<file path="config.mk">
export PLATFORM = sky130hd
export DESIGN_NAME = vga_fb_arbiter
export DESIGN_NICKNAME = d
export VERILOG_FILES = /design/src/rtl/vga_pkg.sv /design/src/rtl/vga_wr_fifo.sv /design/src/rtl/vga_fb_arbiter.sv
export SDC_FILE = /design/constraint.sdc
export NUM_CORES = 1
export LEC_CHECK = 0
export BUFFER_PORTS_ARGS = -buffer_cell sky130_fd_sc_hd__buf_4
export CAP_MARGIN = 20
export CORE_MARGIN = 8
export CORE_UTILIZATION = 28
export CTS_CLUSTER_DIAMETER = 40
export CTS_CLUSTER_SIZE = 25
export DETAILED_ROUTE_END_ITERATION = 10
export PLACE_DENSITY_LB_ADDON = 0.12
export REMOVE_ABC_BUFFERS = 1
export SLEW_MARGIN = 15
export SYNTH_ARGS = -nofsm -noshare
export SYNTH_HDL_FRONTEND = slang
export SYNTH_HIERARCHICAL = 1
export SYNTH_SLANG_ARGS = --single-unit
</file>
<file path="constraint.sdc">
create_clock -name clk_i -period 2.9 [get_ports clk_i]
set_input_delay 0.58 -clock clk_i [delete_from_list [all_inputs] [get_ports clk_i]]
set_output_delay 0.58 -clock clk_i [all_outputs]
set_load 0.02 [all_outputs]
</file>
<file path="src/rtl/vga_pkg.sv">
// Shared VGA constants and the frame-buffer arbiter state type.
//   H_ACTIVE/V_ACTIVE : visible area
//   H_TOTAL/V_TOTAL   : full line/frame length including blanking
//   HS_*/VS_*         : sync pulse boundaries
//   FB_SIZE           : number of pixels held in the frame buffer
package vga_pkg;

  localparam int unsigned H_ACTIVE = 640;
  localparam int unsigned V_ACTIVE = 480;
  localparam int unsigned H_TOTAL  = 800;
  localparam int unsigned V_TOTAL  = 525;
  localparam int unsigned HS_START = 656;
  localparam int unsigned HS_END   = 752;
  localparam int unsigned VS_START = 490;
  localparam int unsigned VS_END   = 492;
  localparam int unsigned FB_SIZE  = H_ACTIVE * V_ACTIVE;

  // The state always names the access presented on mem_* in the same cycle.
  typedef enum logic [1:0] {
    S_IDLE  = 2'd0,
    S_FETCH = 2'd1,
    S_DRAIN = 2'd2
  } arb_state_e;

endpackage

</file>
<file path="src/rtl/vga_wr_fifo.sv">
// Synchronous write FIFO with occupancy output.
//   clk_i, rst_i       : clock, asynchronous active-high reset
//   push_i, data_i     : enqueue (ignored while full)
//   pop_i, data_o      : dequeue, data_o shows the head combinationally
//   full_o, empty_o    : status from the registered level
//   level_o            : current occupancy, 0..Depth
// Depth must be a power of two (>= 2) so the pointers wrap naturally.
module vga_wr_fifo #(
  parameter int unsigned Width = 22,
  parameter int unsigned Depth = 4,
  localparam int unsigned PtrW = $clog2(Depth),
  localparam int unsigned LvlW = $clog2(Depth) + 1
) (
  input  logic             clk_i,
  input  logic             rst_i,
  input  logic             push_i,
  input  logic [Width-1:0] data_i,
  input  logic             pop_i,
  output logic [Width-1:0] data_o,
  output logic             full_o,
  output logic             empty_o,
  output logic [LvlW-1:0]  level_o
);

  logic [Width-1:0] mem_q [Depth];
  logic [PtrW-1:0]  wr_ptr_q, rd_ptr_q;
  logic [LvlW-1:0]  level_q;
  logic             do_push, do_pop;

  assign full_o  = (level_q == LvlW'(Depth));
  assign empty_o = (level_q == '0);
  assign level_o = level_q;
  assign data_o  = mem_q[rd_ptr_q];

  // Full blocks a push even when a pop happens in the same cycle.
  assign do_push = push_i && !full_o;
  assign do_pop  = pop_i && !empty_o;

  always_ff @(posedge clk_i or posedge rst_i) begin
    if (rst_i) begin
      wr_ptr_q <= '0;
      rd_ptr_q <= '0;
      level_q  <= '0;
    end else begin
      if (do_push) wr_ptr_q <= wr_ptr_q + 1'b1;
      if (do_pop)  rd_ptr_q <= rd_ptr_q + 1'b1;
      if (do_push && !do_pop) begin
        level_q <= level_q + 1'b1;
      end else if (do_pop && !do_push) begin
        level_q <= level_q - 1'b1;
      end
    end
  end

  // Storage needs no reset: level/pointers gate every read.
  always_ff @(posedge clk_i) begin
    if (do_push) mem_q[wr_ptr_q] <= data_i;
  end

endmodule

</file>
<file path="src/rtl/vga_fb_arbiter.sv">
// Frame-buffer arbiter: one display read per visible pixel, writer traffic
// buffered in a FIFO and drained only in cycles with no display fetch.
//   clk_i, reset_i        : clock, asynchronous active-high reset
//   pix_x_i, pix_y_i      : coordinates shown 3 cycles later (lookahead)
//   wr_valid_i/wr_ready_o : writer handshake, wr_addr_i = y*H_ACTIVE+x
//   mem_*_o, mem_rdata_i  : single-port RAM, read data one cycle after access
//   rgb_o                 : registered pixel, black outside fetched pixels
//   frame_start_o         : pulses with the mem_* access to address 0 at (0,0)
//   fifo_level_o          : write FIFO occupancy
module vga_fb_arbiter #(
  parameter int unsigned H_ACTIVE   = vga_pkg::H_ACTIVE,
  parameter int unsigned V_ACTIVE   = vga_pkg::V_ACTIVE,
  parameter int unsigned ADDR_W     = 19,
  parameter int unsigned PIX_W      = 3,
  parameter int unsigned FIFO_DEPTH = 4,
  localparam int unsigned LvlW      = $clog2(FIFO_DEPTH) + 1
) (
  input  logic              clk_i,
  input  logic              reset_i,
  input  logic [9:0]        pix_x_i,
  input  logic [9:0]        pix_y_i,
  input  logic              wr_valid_i,
  output logic              wr_ready_o,
  input  logic [ADDR_W-1:0] wr_addr_i,
  input  logic [PIX_W-1:0]  wr_data_i,
  output logic              mem_en_o,
  output logic              mem_we_o,
  output logic [ADDR_W-1:0] mem_addr_o,
  output logic [PIX_W-1:0]  mem_wdata_o,
  input  logic [PIX_W-1:0]  mem_rdata_i,
  output logic [PIX_W-1:0]  rgb_o,
  output logic              frame_start_o,
  output logic [LvlW-1:0]   fifo_level_o
);

  import vga_pkg::*;

  localparam int unsigned FbSize = H_ACTIVE * V_ACTIVE;
  localparam logic [ADDR_W-1:0] LastAddr = ADDR_W'(FbSize - 1);

  arb_state_e        state_q;
  logic              mem_en_q, mem_we_q, frame_start_q, fetch_vld_q;
  logic [ADDR_W-1:0] mem_addr_q, disp_addr_q;
  logic [PIX_W-1:0]  mem_wdata_q, rgb_q;

  logic              in_window, at_origin;
  logic              fifo_full, fifo_empty, fifo_pop;
  logic [ADDR_W-1:0] head_addr;
  logic [PIX_W-1:0]  head_data;
  logic              head_in_range;

  assign in_window = (32'(pix_x_i) < H_ACTIVE) && (32'(pix_y_i) < V_ACTIVE);
  assign at_origin = (pix_x_i == '0) && (pix_y_i == '0);

  // Display always wins; the FIFO only drains outside the fetch window.
  assign fifo_pop      = !in_window && !fifo_empty;
  assign head_in_range = (32'(head_addr) < FbSize);
  assign wr_ready_o    = !fifo_full;

  vga_wr_fifo #(
    .Width (ADDR_W + PIX_W),
    .Depth (FIFO_DEPTH)
  ) u_wr_fifo (
    .clk_i   (clk_i),
    .rst_i   (reset_i),
    .push_i  (wr_valid_i),
    .data_i  ({wr_addr_i, wr_data_i}),
    .pop_i   (fifo_pop),
    .data_o  ({head_addr, head_data}),
    .full_o  (fifo_full),
    .empty_o (fifo_empty),
    .level_o (fifo_level_o)
  );

  always_ff @(posedge clk_i or posedge reset_i) begin
    if (reset_i) begin
      state_q       <= S_IDLE;
      mem_en_q      <= 1'b0;
      mem_we_q      <= 1'b0;
      mem_addr_q    <= '0;
      mem_wdata_q   <= '0;
      disp_addr_q   <= '0;
      frame_start_q <= 1'b0;
      fetch_vld_q   <= 1'b0;
      rgb_q         <= '0;
    end else begin
      // Read data for a fetch presented last cycle is on mem_rdata_i now.
      fetch_vld_q   <= (state_q == S_FETCH);
      rgb_q         <= fetch_vld_q ? mem_rdata_i : '0;
      frame_start_q <= 1'b0;

      if (in_window) begin
        state_q  <= S_FETCH;
        mem_en_q <= 1'b1;
        mem_we_q <= 1'b0;
        if (at_origin) begin
          // Resynchronise the linear address once per frame.
          mem_addr_q    <= '0;
          disp_addr_q   <= ADDR_W'(1);
          frame_start_q <= 1'b1;
        end else begin
          mem_addr_q  <= disp_addr_q;
          disp_addr_q <= (disp_addr_q == LastAddr) ? '0 : disp_addr_q + 1'b1;
        end
      end else if (!fifo_empty) begin
        state_q     <= S_DRAIN;
        mem_en_q    <= head_in_range;  // out-of-range writes are popped and dropped
        mem_we_q    <= 1'b1;
        mem_addr_q  <= head_addr;
        mem_wdata_q <= head_data;
      end else begin
        state_q  <= S_IDLE;
        mem_en_q <= 1'b0;
        mem_we_q <= 1'b0;
      end
    end
  end

  assign mem_en_o      = mem_en_q;
  assign mem_we_o      = mem_we_q;
  assign mem_addr_o    = mem_addr_q;
  assign mem_wdata_o   = mem_wdata_q;
  assign frame_start_o = frame_start_q;
  assign rgb_o         = rgb_q;

endmodule
</file>
==> run metrics <==
status complete, no violations; postcts setup bufs 0; post-route antenna net violation count 0; Longest Clk Path Bufs 2; RSZ-0062 raised after global routing false; Final Power 7458 uW; CTS tree yes; placer's final routability congestion estimate 0.7221; crit end category flip-flop; worst hold path class in2async; Area Overhead vs Synth 25.03%; Maximum Capacitance Violations 0; cell count after synthesis 382; Rows 53; first-pass detailed-route iteration total 4; Initial Util 28.58%; final setup vio count 0; fmax 465.9 MHz; WL/cell 18.12 um; Post-synth EDFFs 88; Max-slew headroom 49.90%; share of layout cells above drive strength 1 32.37%; Post-Route WL 13770 um; Leak 0.002833 uW; crit-path max FO 10; GR Util All Layers 10.98%; initial drt markers 121; Distinct cells, synth 51; final hold vios 0; share of the yosys chip area belonging to registers 67.31%; core area 21020 um2; Tcrit/Tclk final 74.01%; post-DP HPWL 9189 um; vias in the first global route 3745; synthesized cell area 6008 um2; die height 162.5 um; Ys Warns 6; pwr dens 992.8 nW/um2; Placement Setup Slack 0.4157 ns; global route overflow 0; CTS sink cnt 144; transition time at the pin with the least slew margin 0.7514 ns; Peak VDD IR 326.6 uV; Crit Path Class reg2reg; Clock Skew 0.008363 ns; Post-synth ARST share 38.89%; clk root buf clkbuf_16; placed insts 728; full die area 26400 um2; slack of the critical path 0.7537 ns; Tmin final 2.146 ns; via count 3472; Port Buf Inserts 79; crit path DAT 2.41 ns; first-pass GRT wire length 21790 um; Crit path required time 3.16 ns; Resized cells post-CTS 0; Non-Filler Instances 760; drt via density 4.568; clock slew at reported path FFs 0.06 ns; CTS Hold Bufs 0; fin nets 527; H-tree Lvls 4; initial antenna violation count 0; DRC Markers 0; Top Ports 80; Clk Latency, worst-skew pair 0.41 ns; worst reg2reg setup slack 0.75 ns; Inserted Clock Buffers 17; synthesis-stage register bit count 144; crit start category flip-flop; Slew Limit Fails 0; largest net degree at the start of global routing 38; synthesized area per cell 15.73 um2; dominant synthesized flop cell edfxtp_1; Die W 162.5 um; number of antenna cells inserted 0
## power breakdown
| group | switching, uW | leakage (uW) | internal, uW |
|---|---|---|---|
| registers | 327 | 0.00148 | 2720 |
| logic | 1150 | 0.00107 | 1060 |
| clock network | 837 | 0.000281 | 1360 |
## layer usage
layer | track usage (%) | wire length (um) | part of all wire (%) | vias up
met3 | 3.311 | 583 | 4.2 | 11
met1 | 13.61 | 6280 | 46 | 1753
met2 | 17.88 | 6736 | 49 | 66
met4 | 3.914 | 168 | 1.2 | 0
met5 | 0 | 0 | 0 | -
li1 | - | - | - | 1642
## layout make-up
class	count	area, um2
tap	275	344.1
multi-input combinational	211	1813
clock buffer	19	432.9
fill	2026	13510
clock inverter	13	160.2
timing repair buffer	90	688.2
sequential	144	4044
inverter	8	30.03
## cell usage in the layout (no fill, tap or decap), drive strengths merged, types with 12 or more instances in the layout
master   n
mux2i   19
clkbuf  19
nand3   12
dfrtp   56
nand2   24
buf     90
mux4    22
inv     12
edfxtp  88
nor2    23
## registers in the layout (all words and copies together), names as in the netlist
signal              cells
u_wr_fifo/mem_q        88
disp_addr_q            19
mem_addr_o             19
mem_wdata_o             3
rgb_o                   3
u_wr_fifo/level_o       3
u_wr_fifo/rd_ptr_q      2
u_wr_fifo/wr_ptr_q      2
fetch_vld_q             1
frame_start_o           1
mem_en_o                1
mem_we_o                1
state_q                 1
## through the flow
step / hold WS, ns / TNS, ns / util [%] / instance area [um2]
after CTS: 0.1098 / 0 / 35.74 / 7512
after global placement: 0.4607 / 0 / 32.91 / 6919
after detailed placement: 0.4875 / 0 / 32.91 / 6919
final: 0.1205 / 0 / 35.74 / 7512
after global routing: 0.1194 / 0 / 35.74 / 7512
after floorplan: 0.3834 / -13.92 / - / 5879
## synthesized netlist by cell type (4+ instances only)
| cell type | number | area share, % |
|---|---|---|
| clkbuf_1 | 11 | 0.69 |
| nand4_1 | 5 | 0.52 |
| inv_1 | 8 | 0.50 |
| nor4_1 | 10 | 1.0 |
| a21oi_1 | 6 | 0.50 |
| nor2_1 | 23 | 1.4 |
| dfrtp_1 | 56 | 23 |
| mux4_2 | 21 | 7.9 |
| edfxtp_1 | 88 | 44 |
| and2_2 | 4 | 0.50 |
| mux2_2 | 4 | 0.75 |
| nand3_1 | 12 | 1.0 |
| ha_1 | 6 | 1.2 |
| o22ai_1 | 10 | 1.0 |
| xnor2_1 | 9 | 1.3 |
| mux2i_1 | 19 | 3.2 |
| xor2_1 | 7 | 1.0 |
| a211oi_1 | 10 | 1.2 |
| nand2_1 | 23 | 1.4 |
| or4_1 | 4 | 0.50 |
## kinds of logic (layout without fill, tap and decap cells)
family / count (synthesis) / in the layout / synth area share (%)
flip-flops: 144 / 144 / 67.31
buffers and inverters: 27 / 130 / 2.645
XOR/XNOR: 16 / 16 / 2.332
multiplexers: 46 / 46 / 12.47
AND/OR/NAND/NOR: 106 / 106 / 9.705
adder cells (fa/ha/maj): 7 / 7 / 1.583
AO/OA/AOI/OAI: 36 / 36 / 3.957
## critical path, stage by stage, from the launching register on
cell      delay [ns]
dfrtp_1         0.56
buf_4           0.32
buf_4           0.30
mux4_2          0.54
mux2i_1         0.16
a211oi_1        0.10
## path summary, 6_finish.rpt
kind                                                        start                                 to  depth (start not counted)
worst max-delay path            u_wr_fifo/rd_ptr_q[0]$_DFFE_PP0P_          mem_addr_o[7]$_DFFE_PP0P_                          5
worst min-delay path                                      reset_i  u_wr_fifo/rd_ptr_q[0]$_DFFE_PP0P_                          2
worst max register to register  u_wr_fifo/rd_ptr_q[0]$_DFFE_PP0P_          mem_addr_o[7]$_DFFE_PP0P_                          5
worst min register to register               state_q[0]$_DFF_PP0_              fetch_vld_q$_DFF_PP0_                          1
max in group asynchronous                                 reset_i         mem_addr_o[15]$_DFFE_PP0P_                          3
min in group clk_i                                   wr_data_i[1]    u_wr_fifo/mem_q[0][1]$_DFFE_PP_                          1
No activity file was read; power rests on OpenSTA's default activity.
